<file path="src/rtl/console_pkg.sv">
// Shared constants, character codes and state encoding for the text console controller.
package console_pkg;

    localparam int COLS = 50;
    localparam int ROWS = 38;
    localparam int XW   = 6;
    localparam int YW   = 6;
    localparam int CW   = 7;

    localparam logic [XW-1:0] LAST_COL = XW'(COLS - 1);
    localparam logic [YW-1:0] LAST_ROW = YW'(ROWS - 1);

    localparam logic [CW-1:0] SPACE = 7'h20;
    localparam logic [CW-1:0] CR    = 7'h0D;
    localparam logic [CW-1:0] LF    = 7'h0A;
    localparam logic [CW-1:0] BS    = 7'h08;
    localparam logic [CW-1:0] FF    = 7'h0C;

    typedef enum logic [2:0] {
        IDLE,
        WRITE,
        CLEAR,
        SCROLL_RD,
        SCROLL_WR,
        SCROLL_BLANK
    } state_t;

    function automatic logic is_printable(input logic [CW-1:0] c);
        return (c >= SPACE) && (c <= 7'h7E);
    endfunction

endpackage

</file>
<file path="src/rtl/text_console_ctrl_if.sv">
// Character stream, framebuffer ports and status shared between the console controller and its environment.
interface text_console_ctrl_if;
    import console_pkg::*;

    logic [CW-1:0] char_data;
    logic          char_valid;
    logic          char_ready;
    logic          disp_busy;
    logic [XW-1:0] fb_raddr_x;
    logic [YW-1:0] fb_raddr_y;
    logic [CW-1:0] fb_rdata;
    logic          fb_we;
    logic [XW-1:0] fb_waddr_x;
    logic [YW-1:0] fb_waddr_y;
    logic [CW-1:0] fb_wdata;
    logic [XW-1:0] cursor_x;
    logic [YW-1:0] cursor_y;
    logic          busy;

    modport master (
        input  char_data, char_valid, disp_busy, fb_rdata,
        output char_ready, fb_raddr_x, fb_raddr_y, fb_we, fb_waddr_x, fb_waddr_y,
               fb_wdata, cursor_x, cursor_y, busy
    );

    modport slave (
        output char_data, char_valid, disp_busy, fb_rdata,
        input  char_ready, fb_raddr_x, fb_raddr_y, fb_we, fb_waddr_x, fb_waddr_y,
               fb_wdata, cursor_x, cursor_y, busy
    );

endinterface

</file>
<file path="src/rtl/console_cell_walker.sv">
// Row-major (x,y) cell counter: loads (0,start_row), steps one cell per enable, flags the last cell of end_row.
module console_cell_walker
    import console_pkg::*;
(
    input  logic          clk,
    input  logic          rst,
    input  logic          load,
    input  logic          step,
    input  logic [YW-1:0] start_row,
    input  logic [YW-1:0] end_row,
    output logic [XW-1:0] x,
    output logic [YW-1:0] y,
    output logic          done
);

    assign done = (x == LAST_COL) && (y == end_row);

    // NOTE: non-blocking assignments make every register sample pre-edge values, independent of block order.
    always_ff @(posedge clk) begin
        if (rst) begin
            x <= '0;
            y <= '0;
        end else if (load) begin
            x <= '0;
            y <= start_row;
        end else if (step) begin
            if (x == LAST_COL) begin
                x <= '0;
                y <= (y == LAST_ROW) ? '0 : y + 1'b1;
            end else begin
                x <= x + 1'b1;
            end
        end
    end

endmodule

</file>
<file path="src/rtl/text_console_ctrl.sv">
// Console sequencer: decodes the character stream, owns the cursor and runs clear / scroll-up
// sequences over the dual-port framebuffer, yielding the read port to the display fetch.
module text_console_ctrl
    import console_pkg::*;
(
    input  logic                clk_pixel,
    input  logic                rst,
    text_console_ctrl_if.master bus
);

    state_t        state, state_n;
    logic [XW-1:0] cur_x, cur_x_n;
    logic [YW-1:0] cur_y, cur_y_n;
    logic [CW-1:0] char_q;
    logic          accept;
    logic          line_feed;

    logic          w_load, w_step, w_done;
    logic [YW-1:0] w_start_row, w_end_row;
    logic [XW-1:0] w_x;
    logic [YW-1:0] w_y;

    assign accept       = (state == IDLE) && bus.char_valid;
    assign bus.cursor_x = cur_x;
    assign bus.cursor_y = cur_y;

    // The copy phase stops one row early; the bottom row is blanked separately.
    assign w_end_row = (state == SCROLL_RD || state == SCROLL_WR) ? LAST_ROW - 1'b1 : LAST_ROW;

    console_cell_walker u_walker (
        .clk       (clk_pixel),
        .rst       (rst),
        .load      (w_load),
        .step      (w_step),
        .start_row (w_start_row),
        .end_row   (w_end_row),
        .x         (w_x),
        .y         (w_y),
        .done      (w_done)
    );

    always_ff @(posedge clk_pixel) begin
        if (rst) begin
            state  <= CLEAR;
            cur_x  <= '0;
            cur_y  <= '0;
            char_q <= '0;
        end else begin
            state <= state_n;
            cur_x <= cur_x_n;
            cur_y <= cur_y_n;
            if (accept) char_q <= bus.char_data;
        end
    end

    always_comb begin
        // NOTE: every signal driven here gets a default first, so no branch can infer a latch.
        state_n        = state;
        cur_x_n        = cur_x;
        cur_y_n        = cur_y;
        line_feed      = 1'b0;
        w_load         = 1'b0;
        w_step         = 1'b0;
        w_start_row    = '0;
        bus.char_ready = 1'b0;
        bus.busy       = 1'b0;
        bus.fb_we      = 1'b0;
        bus.fb_waddr_x = '0;
        bus.fb_waddr_y = '0;
        bus.fb_wdata   = '0;
        bus.fb_raddr_x = '0;
        bus.fb_raddr_y = '0;

        case (state)
            IDLE: begin
                bus.char_ready = 1'b1;
                if (bus.char_valid) state_n = WRITE;
            end

            WRITE: begin
                state_n = IDLE;
                if (is_printable(char_q)) begin
                    bus.fb_we      = 1'b1;
                    bus.fb_waddr_x = cur_x;
                    bus.fb_waddr_y = cur_y;
                    bus.fb_wdata   = char_q;
                    if (cur_x != LAST_COL) begin
                        cur_x_n = cur_x + 1'b1;
                    end else begin
                        cur_x_n   = '0;
                        line_feed = 1'b1;
                    end
                end else begin
                    case (char_q)
                        CR: cur_x_n = '0;
                        LF: begin
                            cur_x_n   = '0;
                            line_feed = 1'b1;
                        end
                        BS: if (cur_x != '0) begin
                            cur_x_n        = cur_x - 1'b1;
                            bus.fb_we      = 1'b1;
                            bus.fb_waddr_x = cur_x - 1'b1;
                            bus.fb_waddr_y = cur_y;
                            bus.fb_wdata   = SPACE;
                        end
                        FF: begin
                            w_load  = 1'b1;
                            state_n = CLEAR;
                        end
                        default: ;
                    endcase
                end
                // On the bottom row a new line scrolls instead of moving the cursor down.
                if (line_feed) begin
                    if (cur_y != LAST_ROW) begin
                        cur_y_n = cur_y + 1'b1;
                    end else begin
                        w_load  = 1'b1;
                        state_n = SCROLL_RD;
                    end
                end
            end

            CLEAR: begin
                bus.busy       = 1'b1;
                bus.fb_we      = 1'b1;
                bus.fb_waddr_x = w_x;
                bus.fb_waddr_y = w_y;
                bus.fb_wdata   = SPACE;
                w_step         = 1'b1;
                if (w_done) begin
                    state_n = IDLE;
                    cur_x_n = '0;
                    cur_y_n = '0;
                end
            end

            SCROLL_RD: begin
                bus.busy       = 1'b1;
                bus.fb_raddr_x = w_x;
                bus.fb_raddr_y = w_y + 1'b1;
                if (!bus.disp_busy) state_n = SCROLL_WR;
            end

            SCROLL_WR: begin
                bus.busy       = 1'b1;
                bus.fb_raddr_x = w_x;
                bus.fb_raddr_y = w_y + 1'b1;
                bus.fb_we      = 1'b1;
                bus.fb_waddr_x = w_x;
                bus.fb_waddr_y = w_y;
                bus.fb_wdata   = bus.fb_rdata;
                if (w_done) begin
                    w_load      = 1'b1;
                    w_start_row = LAST_ROW;
                    state_n     = SCROLL_BLANK;
                end else begin
                    w_step  = 1'b1;
                    state_n = SCROLL_RD;
                end
            end

            SCROLL_BLANK: begin
                bus.busy       = 1'b1;
                bus.fb_we      = 1'b1;
                bus.fb_waddr_x = w_x;
                bus.fb_waddr_y = w_y;
                bus.fb_wdata   = SPACE;
                w_step         = 1'b1;
                if (w_done) state_n = IDLE;
            end

            default: state_n = CLEAR;
        endcase
    end

endmodule

</file>
<file path="src/flat_wrapper.sv">
// flat-port wrapper written by rule: the top's interface ports become plain ports
module text_console_ctrl_flat import console_pkg::*;
  (clk_pixel, rst, bus_char_data, bus_char_valid, bus_disp_busy, bus_fb_rdata, bus_char_ready, bus_fb_raddr_x, bus_fb_raddr_y, bus_fb_we, bus_fb_waddr_x, bus_fb_waddr_y, bus_fb_wdata, bus_cursor_x, bus_cursor_y, bus_busy);
  text_console_ctrl_if bus_i ();
  input  logic clk_pixel;
  input  logic rst;
  input wire logic [$bits(bus_i.char_data)-1:0] bus_char_data;
  input wire logic [$bits(bus_i.char_valid)-1:0] bus_char_valid;
  input wire logic [$bits(bus_i.disp_busy)-1:0] bus_disp_busy;
  input wire logic [$bits(bus_i.fb_rdata)-1:0] bus_fb_rdata;
  output wire logic [$bits(bus_i.char_ready)-1:0] bus_char_ready;
  output wire logic [$bits(bus_i.fb_raddr_x)-1:0] bus_fb_raddr_x;
  output wire logic [$bits(bus_i.fb_raddr_y)-1:0] bus_fb_raddr_y;
  output wire logic [$bits(bus_i.fb_we)-1:0] bus_fb_we;
  output wire logic [$bits(bus_i.fb_waddr_x)-1:0] bus_fb_waddr_x;
  output wire logic [$bits(bus_i.fb_waddr_y)-1:0] bus_fb_waddr_y;
  output wire logic [$bits(bus_i.fb_wdata)-1:0] bus_fb_wdata;
  output wire logic [$bits(bus_i.cursor_x)-1:0] bus_cursor_x;
  output wire logic [$bits(bus_i.cursor_y)-1:0] bus_cursor_y;
  output wire logic [$bits(bus_i.busy)-1:0] bus_busy;
  assign bus_i.char_data = bus_char_data;
  assign bus_i.char_valid = bus_char_valid;
  assign bus_i.disp_busy = bus_disp_busy;
  assign bus_i.fb_rdata = bus_fb_rdata;
  assign bus_char_ready = bus_i.char_ready;
  assign bus_fb_raddr_x = bus_i.fb_raddr_x;
  assign bus_fb_raddr_y = bus_i.fb_raddr_y;
  assign bus_fb_we = bus_i.fb_we;
  assign bus_fb_waddr_x = bus_i.fb_waddr_x;
  assign bus_fb_waddr_y = bus_i.fb_waddr_y;
  assign bus_fb_wdata = bus_i.fb_wdata;
  assign bus_cursor_x = bus_i.cursor_x;
  assign bus_cursor_y = bus_i.cursor_y;
  assign bus_busy = bus_i.busy;
  text_console_ctrl u_core (.clk_pixel(clk_pixel), .rst(rst), .bus(bus_i));
endmodule
</file>
<file path="config.mk">
export PLATFORM = sky130hd
export DESIGN_NAME = text_console_ctrl_flat
export DESIGN_NICKNAME = d
export VERILOG_FILES = /design/src/rtl/console_pkg.sv /design/src/rtl/text_console_ctrl_if.sv /design/src/rtl/console_cell_walker.sv /design/src/rtl/text_console_ctrl.sv /design/src/flat_wrapper.sv
export SDC_FILE = /design/constraint.sdc
export NUM_CORES = 1
export LEC_CHECK = 0
export ABC_CLOCK_PERIOD_IN_PS = 5170
export CAP_MARGIN = 10
export CORE_MARGIN = 2
export CORE_UTILIZATION = 55
export CTS_BUF_LIST = sky130_fd_sc_hd__clkbuf_8 sky130_fd_sc_hd__clkbuf_16
export DETAILED_ROUTE_END_ITERATION = 10
export PLACE_DENSITY = 0.91
export SLEW_MARGIN = 40
export SYNTH_ARGS = -nofsm -noshare
export SYNTH_HDL_FRONTEND = slang
export SYNTH_SLANG_ARGS = --single-unit
</file>
<file path="constraint.sdc">
create_clock -name clk_pixel -period 5.17 [get_ports clk_pixel]
set_input_delay 1.551 -clock clk_pixel [delete_from_list [all_inputs] [get_ports clk_pixel]]
set_output_delay 1.551 -clock clk_pixel [all_outputs]
set_load 0.005 [all_outputs]
</file>
==> impl_results.md <==
* Clk slew on worst S/H paths at 80 ps
* Synth-to-Final Area Change at 26.63%
* Crit. End Element: output port
* Setup CP Type: flip-flop to output port
* DRT met1 WL at 3359 um
* DRT Wirelength at 7911 um
* Multi-input gate area at 0.001862 mm2
* TritonCTS clock tree: done
* I/O pin cnt at 64
* Buffer and inverter count on the worst path at 2
* Initial core utilization at 0.5740
* Rows at 25
* Setup TNS at 0 ps
* Initial antenna violation count at 0
* Detail Route Antenna Nets at 0
* Mapped Nets at 376
* RSZ-0062 raised after global routing: false
* Slew margin rel. at 0.4723
* Seq. cell area at 680.7 um2
* Largest net degree at the start of global routing at 20
* Initial drt markers at 351
* Post-CTS sizing at 0
* CTS Root Cell: clkbuf_8
* RD Place Congestion at 0.9174
* Buffers on Ports at 63
* Commonest cells after routing, fill and taps aside: 63 x clkdlybuf4s50_1, 48 x nor2_1, 34 x dfxtp_1, 24 x nand2_1, 23 x a21oi_1
* TritonRoute pass-1 iters at 5
* Met2 WL at 3714 um
* Status: finished, final reports clean
* Area leader, netlist: dfxtp_1
* Fin crit period at 4474 ps
* Routed met3 length at 673 um
* Vias in the first global route at 2522
* Actual slew at the worst max-slew pin at 789.0 ps
* Ant. Diodes at 0
* DRC violations left at 0
* Critical path's top delay family: compound AO/OA/AOI/OAI gates
* Total CTS buffers at 5
* Max cap viols at 0
* Critical Path RT at 3620 ps
* Synth Cell Area at 0.002711 mm2
* Clock skew at 9.100 ps
* Final net count at 426
* Skew-Pair Late Insertion Delay at 300 ps
* Max stage delay on crit path at 520 ps
* CP arrival at 2920 ps
* PD cells at 181.9 mW/mm2
* Commonest non-fill, non-tap cell in the layout: clkdlybuf4s50_1
* Fin crit share at 0.8653
* F_max at 223.5 MHz
* Die span in y at 74.21 um
* Register area share after synthesis at 0.2510
* Hold Fails Final Rpt at 0
* Clk sink count at 34
* #FFs+latches synth at 34
* Slew Viols, Final at 0
* Total power at 0.6245 mW
* Post-synth ARST share at 0
* Hold bufs inserted after CTS at 0
* Share of cells above drive strength 1 at 0.07769
* Post-synthesis cell count at 348
* Peak supply drop at 0.1070 mV
* Max layer used: met4
* Share of the synthesized area in the top cell type at 0.2510
* Syn avg cell area at 7.791 um2
* Hold Path Class: flip-flop to flip-flop
* GRT Overall Usage at 0.2872
* Lkg Pwr at 1.172 nW
* Util after Layout at 0.7269
* Placed cell count at 458
* DR vias/cell at 6.320
* Synth area leaders: dfxtp_1 25%, nor2_1 6.6%, ha_1 4.6%
* Core area at 0.004723 mm2
* Post-DP HPWL at 5557 um
* Drt wl/cell at 16.98 um
* Vias at 2945
* Element type at the critical path start: flip-flop
* Dominant synthesized flop cell: dfxtp_1
* First-pass GRT wire length at 12360 um
* CP Cell Sequence: inv_1, ha_1, or3b_1, o311ai_2, a21oi_2, a22oi_1, a21oi_1, clkdlybuf4s50_1
* Netlist cell types at 69
* Yosys warning count at 0
* H-tree levels at 2
* Post-route insts no fill at 466
* CP max FO at 11
* Setup-failing EPs final at 0
* Crit path max-delay cell type: clkdlybuf4s50_1
* Post-CTS setup buffer count at 0
* Fill cells at 338
* Die X at 74.21 um
* GR Overflow Total at 0
* Clk buf depth at 2
* Post-synth EDFFs at 0
* Die area at 0.005507 mm2
layout make-up:
cell class,count,share of cell area
Timing Repair Buffer,67,0.1924
Tap cell,67,0.02442
Clock inverter,3,0.01166
Clock buffer,5,0.02004
Multi-Input combinational cell,280,0.5423
Inverter,10,0.01093
Sequential cell,34,0.1983
metal layers:
layer	vias up	GRT usage
met5	-	0
li1	1397	-
met2	155	0.4504
met4	0	0.1230
met3	14	0.05691
met1	1379	0.3858
final timing paths:
| kind | endpoint | start | slack, ps | cells after the start |
|---|---|---|---|---|
| max | bus_fb_wdata[5] | u_core.bus.cursor_x[0] | 700 | 8 |
| min | u_core.char_q[3] | u_core.char_q[3] | 550 | 2 |
| max reg2reg | u_core.state[0] | u_core.state[0] | 2200 | 10 |
| min reg2reg | u_core.char_q[3] | u_core.char_q[3] | 550 | 2 |
kinds of logic (layout without fill, tap and decap cells):
| kind of cell | Yosys count | count (layout) | share of synthesized area |
|---|---|---|---|
| AND/OR/NAND/NOR | 147 | 147 | 0.2824 |
| AO/OA/AOI/OAI | 103 | 103 | 0.2861 |
| flip-flops | 34 | 34 | 0.2510 |
| buffers and inverters | 34 | 85 | 0.06368 |
| multiplexers | 12 | 12 | 0.04476 |
| adder cells (fa/ha/maj) | 10 | 10 | 0.04615 |
| XOR/XNOR | 8 | 8 | 0.02584 |
sequential cells by signal, summed over array words and instances, names as in the netlist:
signal and cells:
u_core.char_q 7, u_core.bus.cursor_x 6, u_core.bus.cursor_y 6, u_core.u_walker.x 6
u_core.u_walker.y 6, u_core.state 3
worst min-delay path: stages, from the launching register on:
cell and delay (ps):
dfxtp_1 330, mux2i_1 130, nor2_1 50
metrics by stage:
| step | hold WS (ps) | area [um2] | worst slack, ps |
|---|---|---|---|
| floorplan | 488.8 | 2711 | 1692 |
| global placement | 528.2 | 3321 | 894.6 |
| detailed placement | 533.6 | 3321 | 808.8 |
| CTS | 549.1 | 3430 | 466.0 |
| global route | 563.7 | 3433 | 503.3 |
| finish | 550.3 | 3433 | 696.3 |
Yosys cell counts (3+ instances only):
cell type  instances
o31ai_1            9
nand2_1           24
ha_1              10
a32oi_1            5
or3_1              6
buf_2              6
a21oi_1           24
xnor2_1            4
and2_1             4
nor2_1            48
buf_6              4
nand2b_1           9
nor3_1             9
mux2i_1           11
clkbuf_1          10
nor2b_1            5
nand3_1           12
a31oi_1            4
inv_1             10
nand4_1            7
dfxtp_1           34
o211ai_1           4
xor2_1             4
a311oi_1           3
o22ai_1            3
or4_1              4
a41oi_1            3
a22o_1             7
o21ai_0           15
power by group:
group / switching, mW / internal, mW
sequential: 0.0121 / 0.268
clock: 0.104 / 0.142
combinational: 0.0508 / 0.0480
total: 0.167 / 0.457
Power figures use the tool's default switching activity.
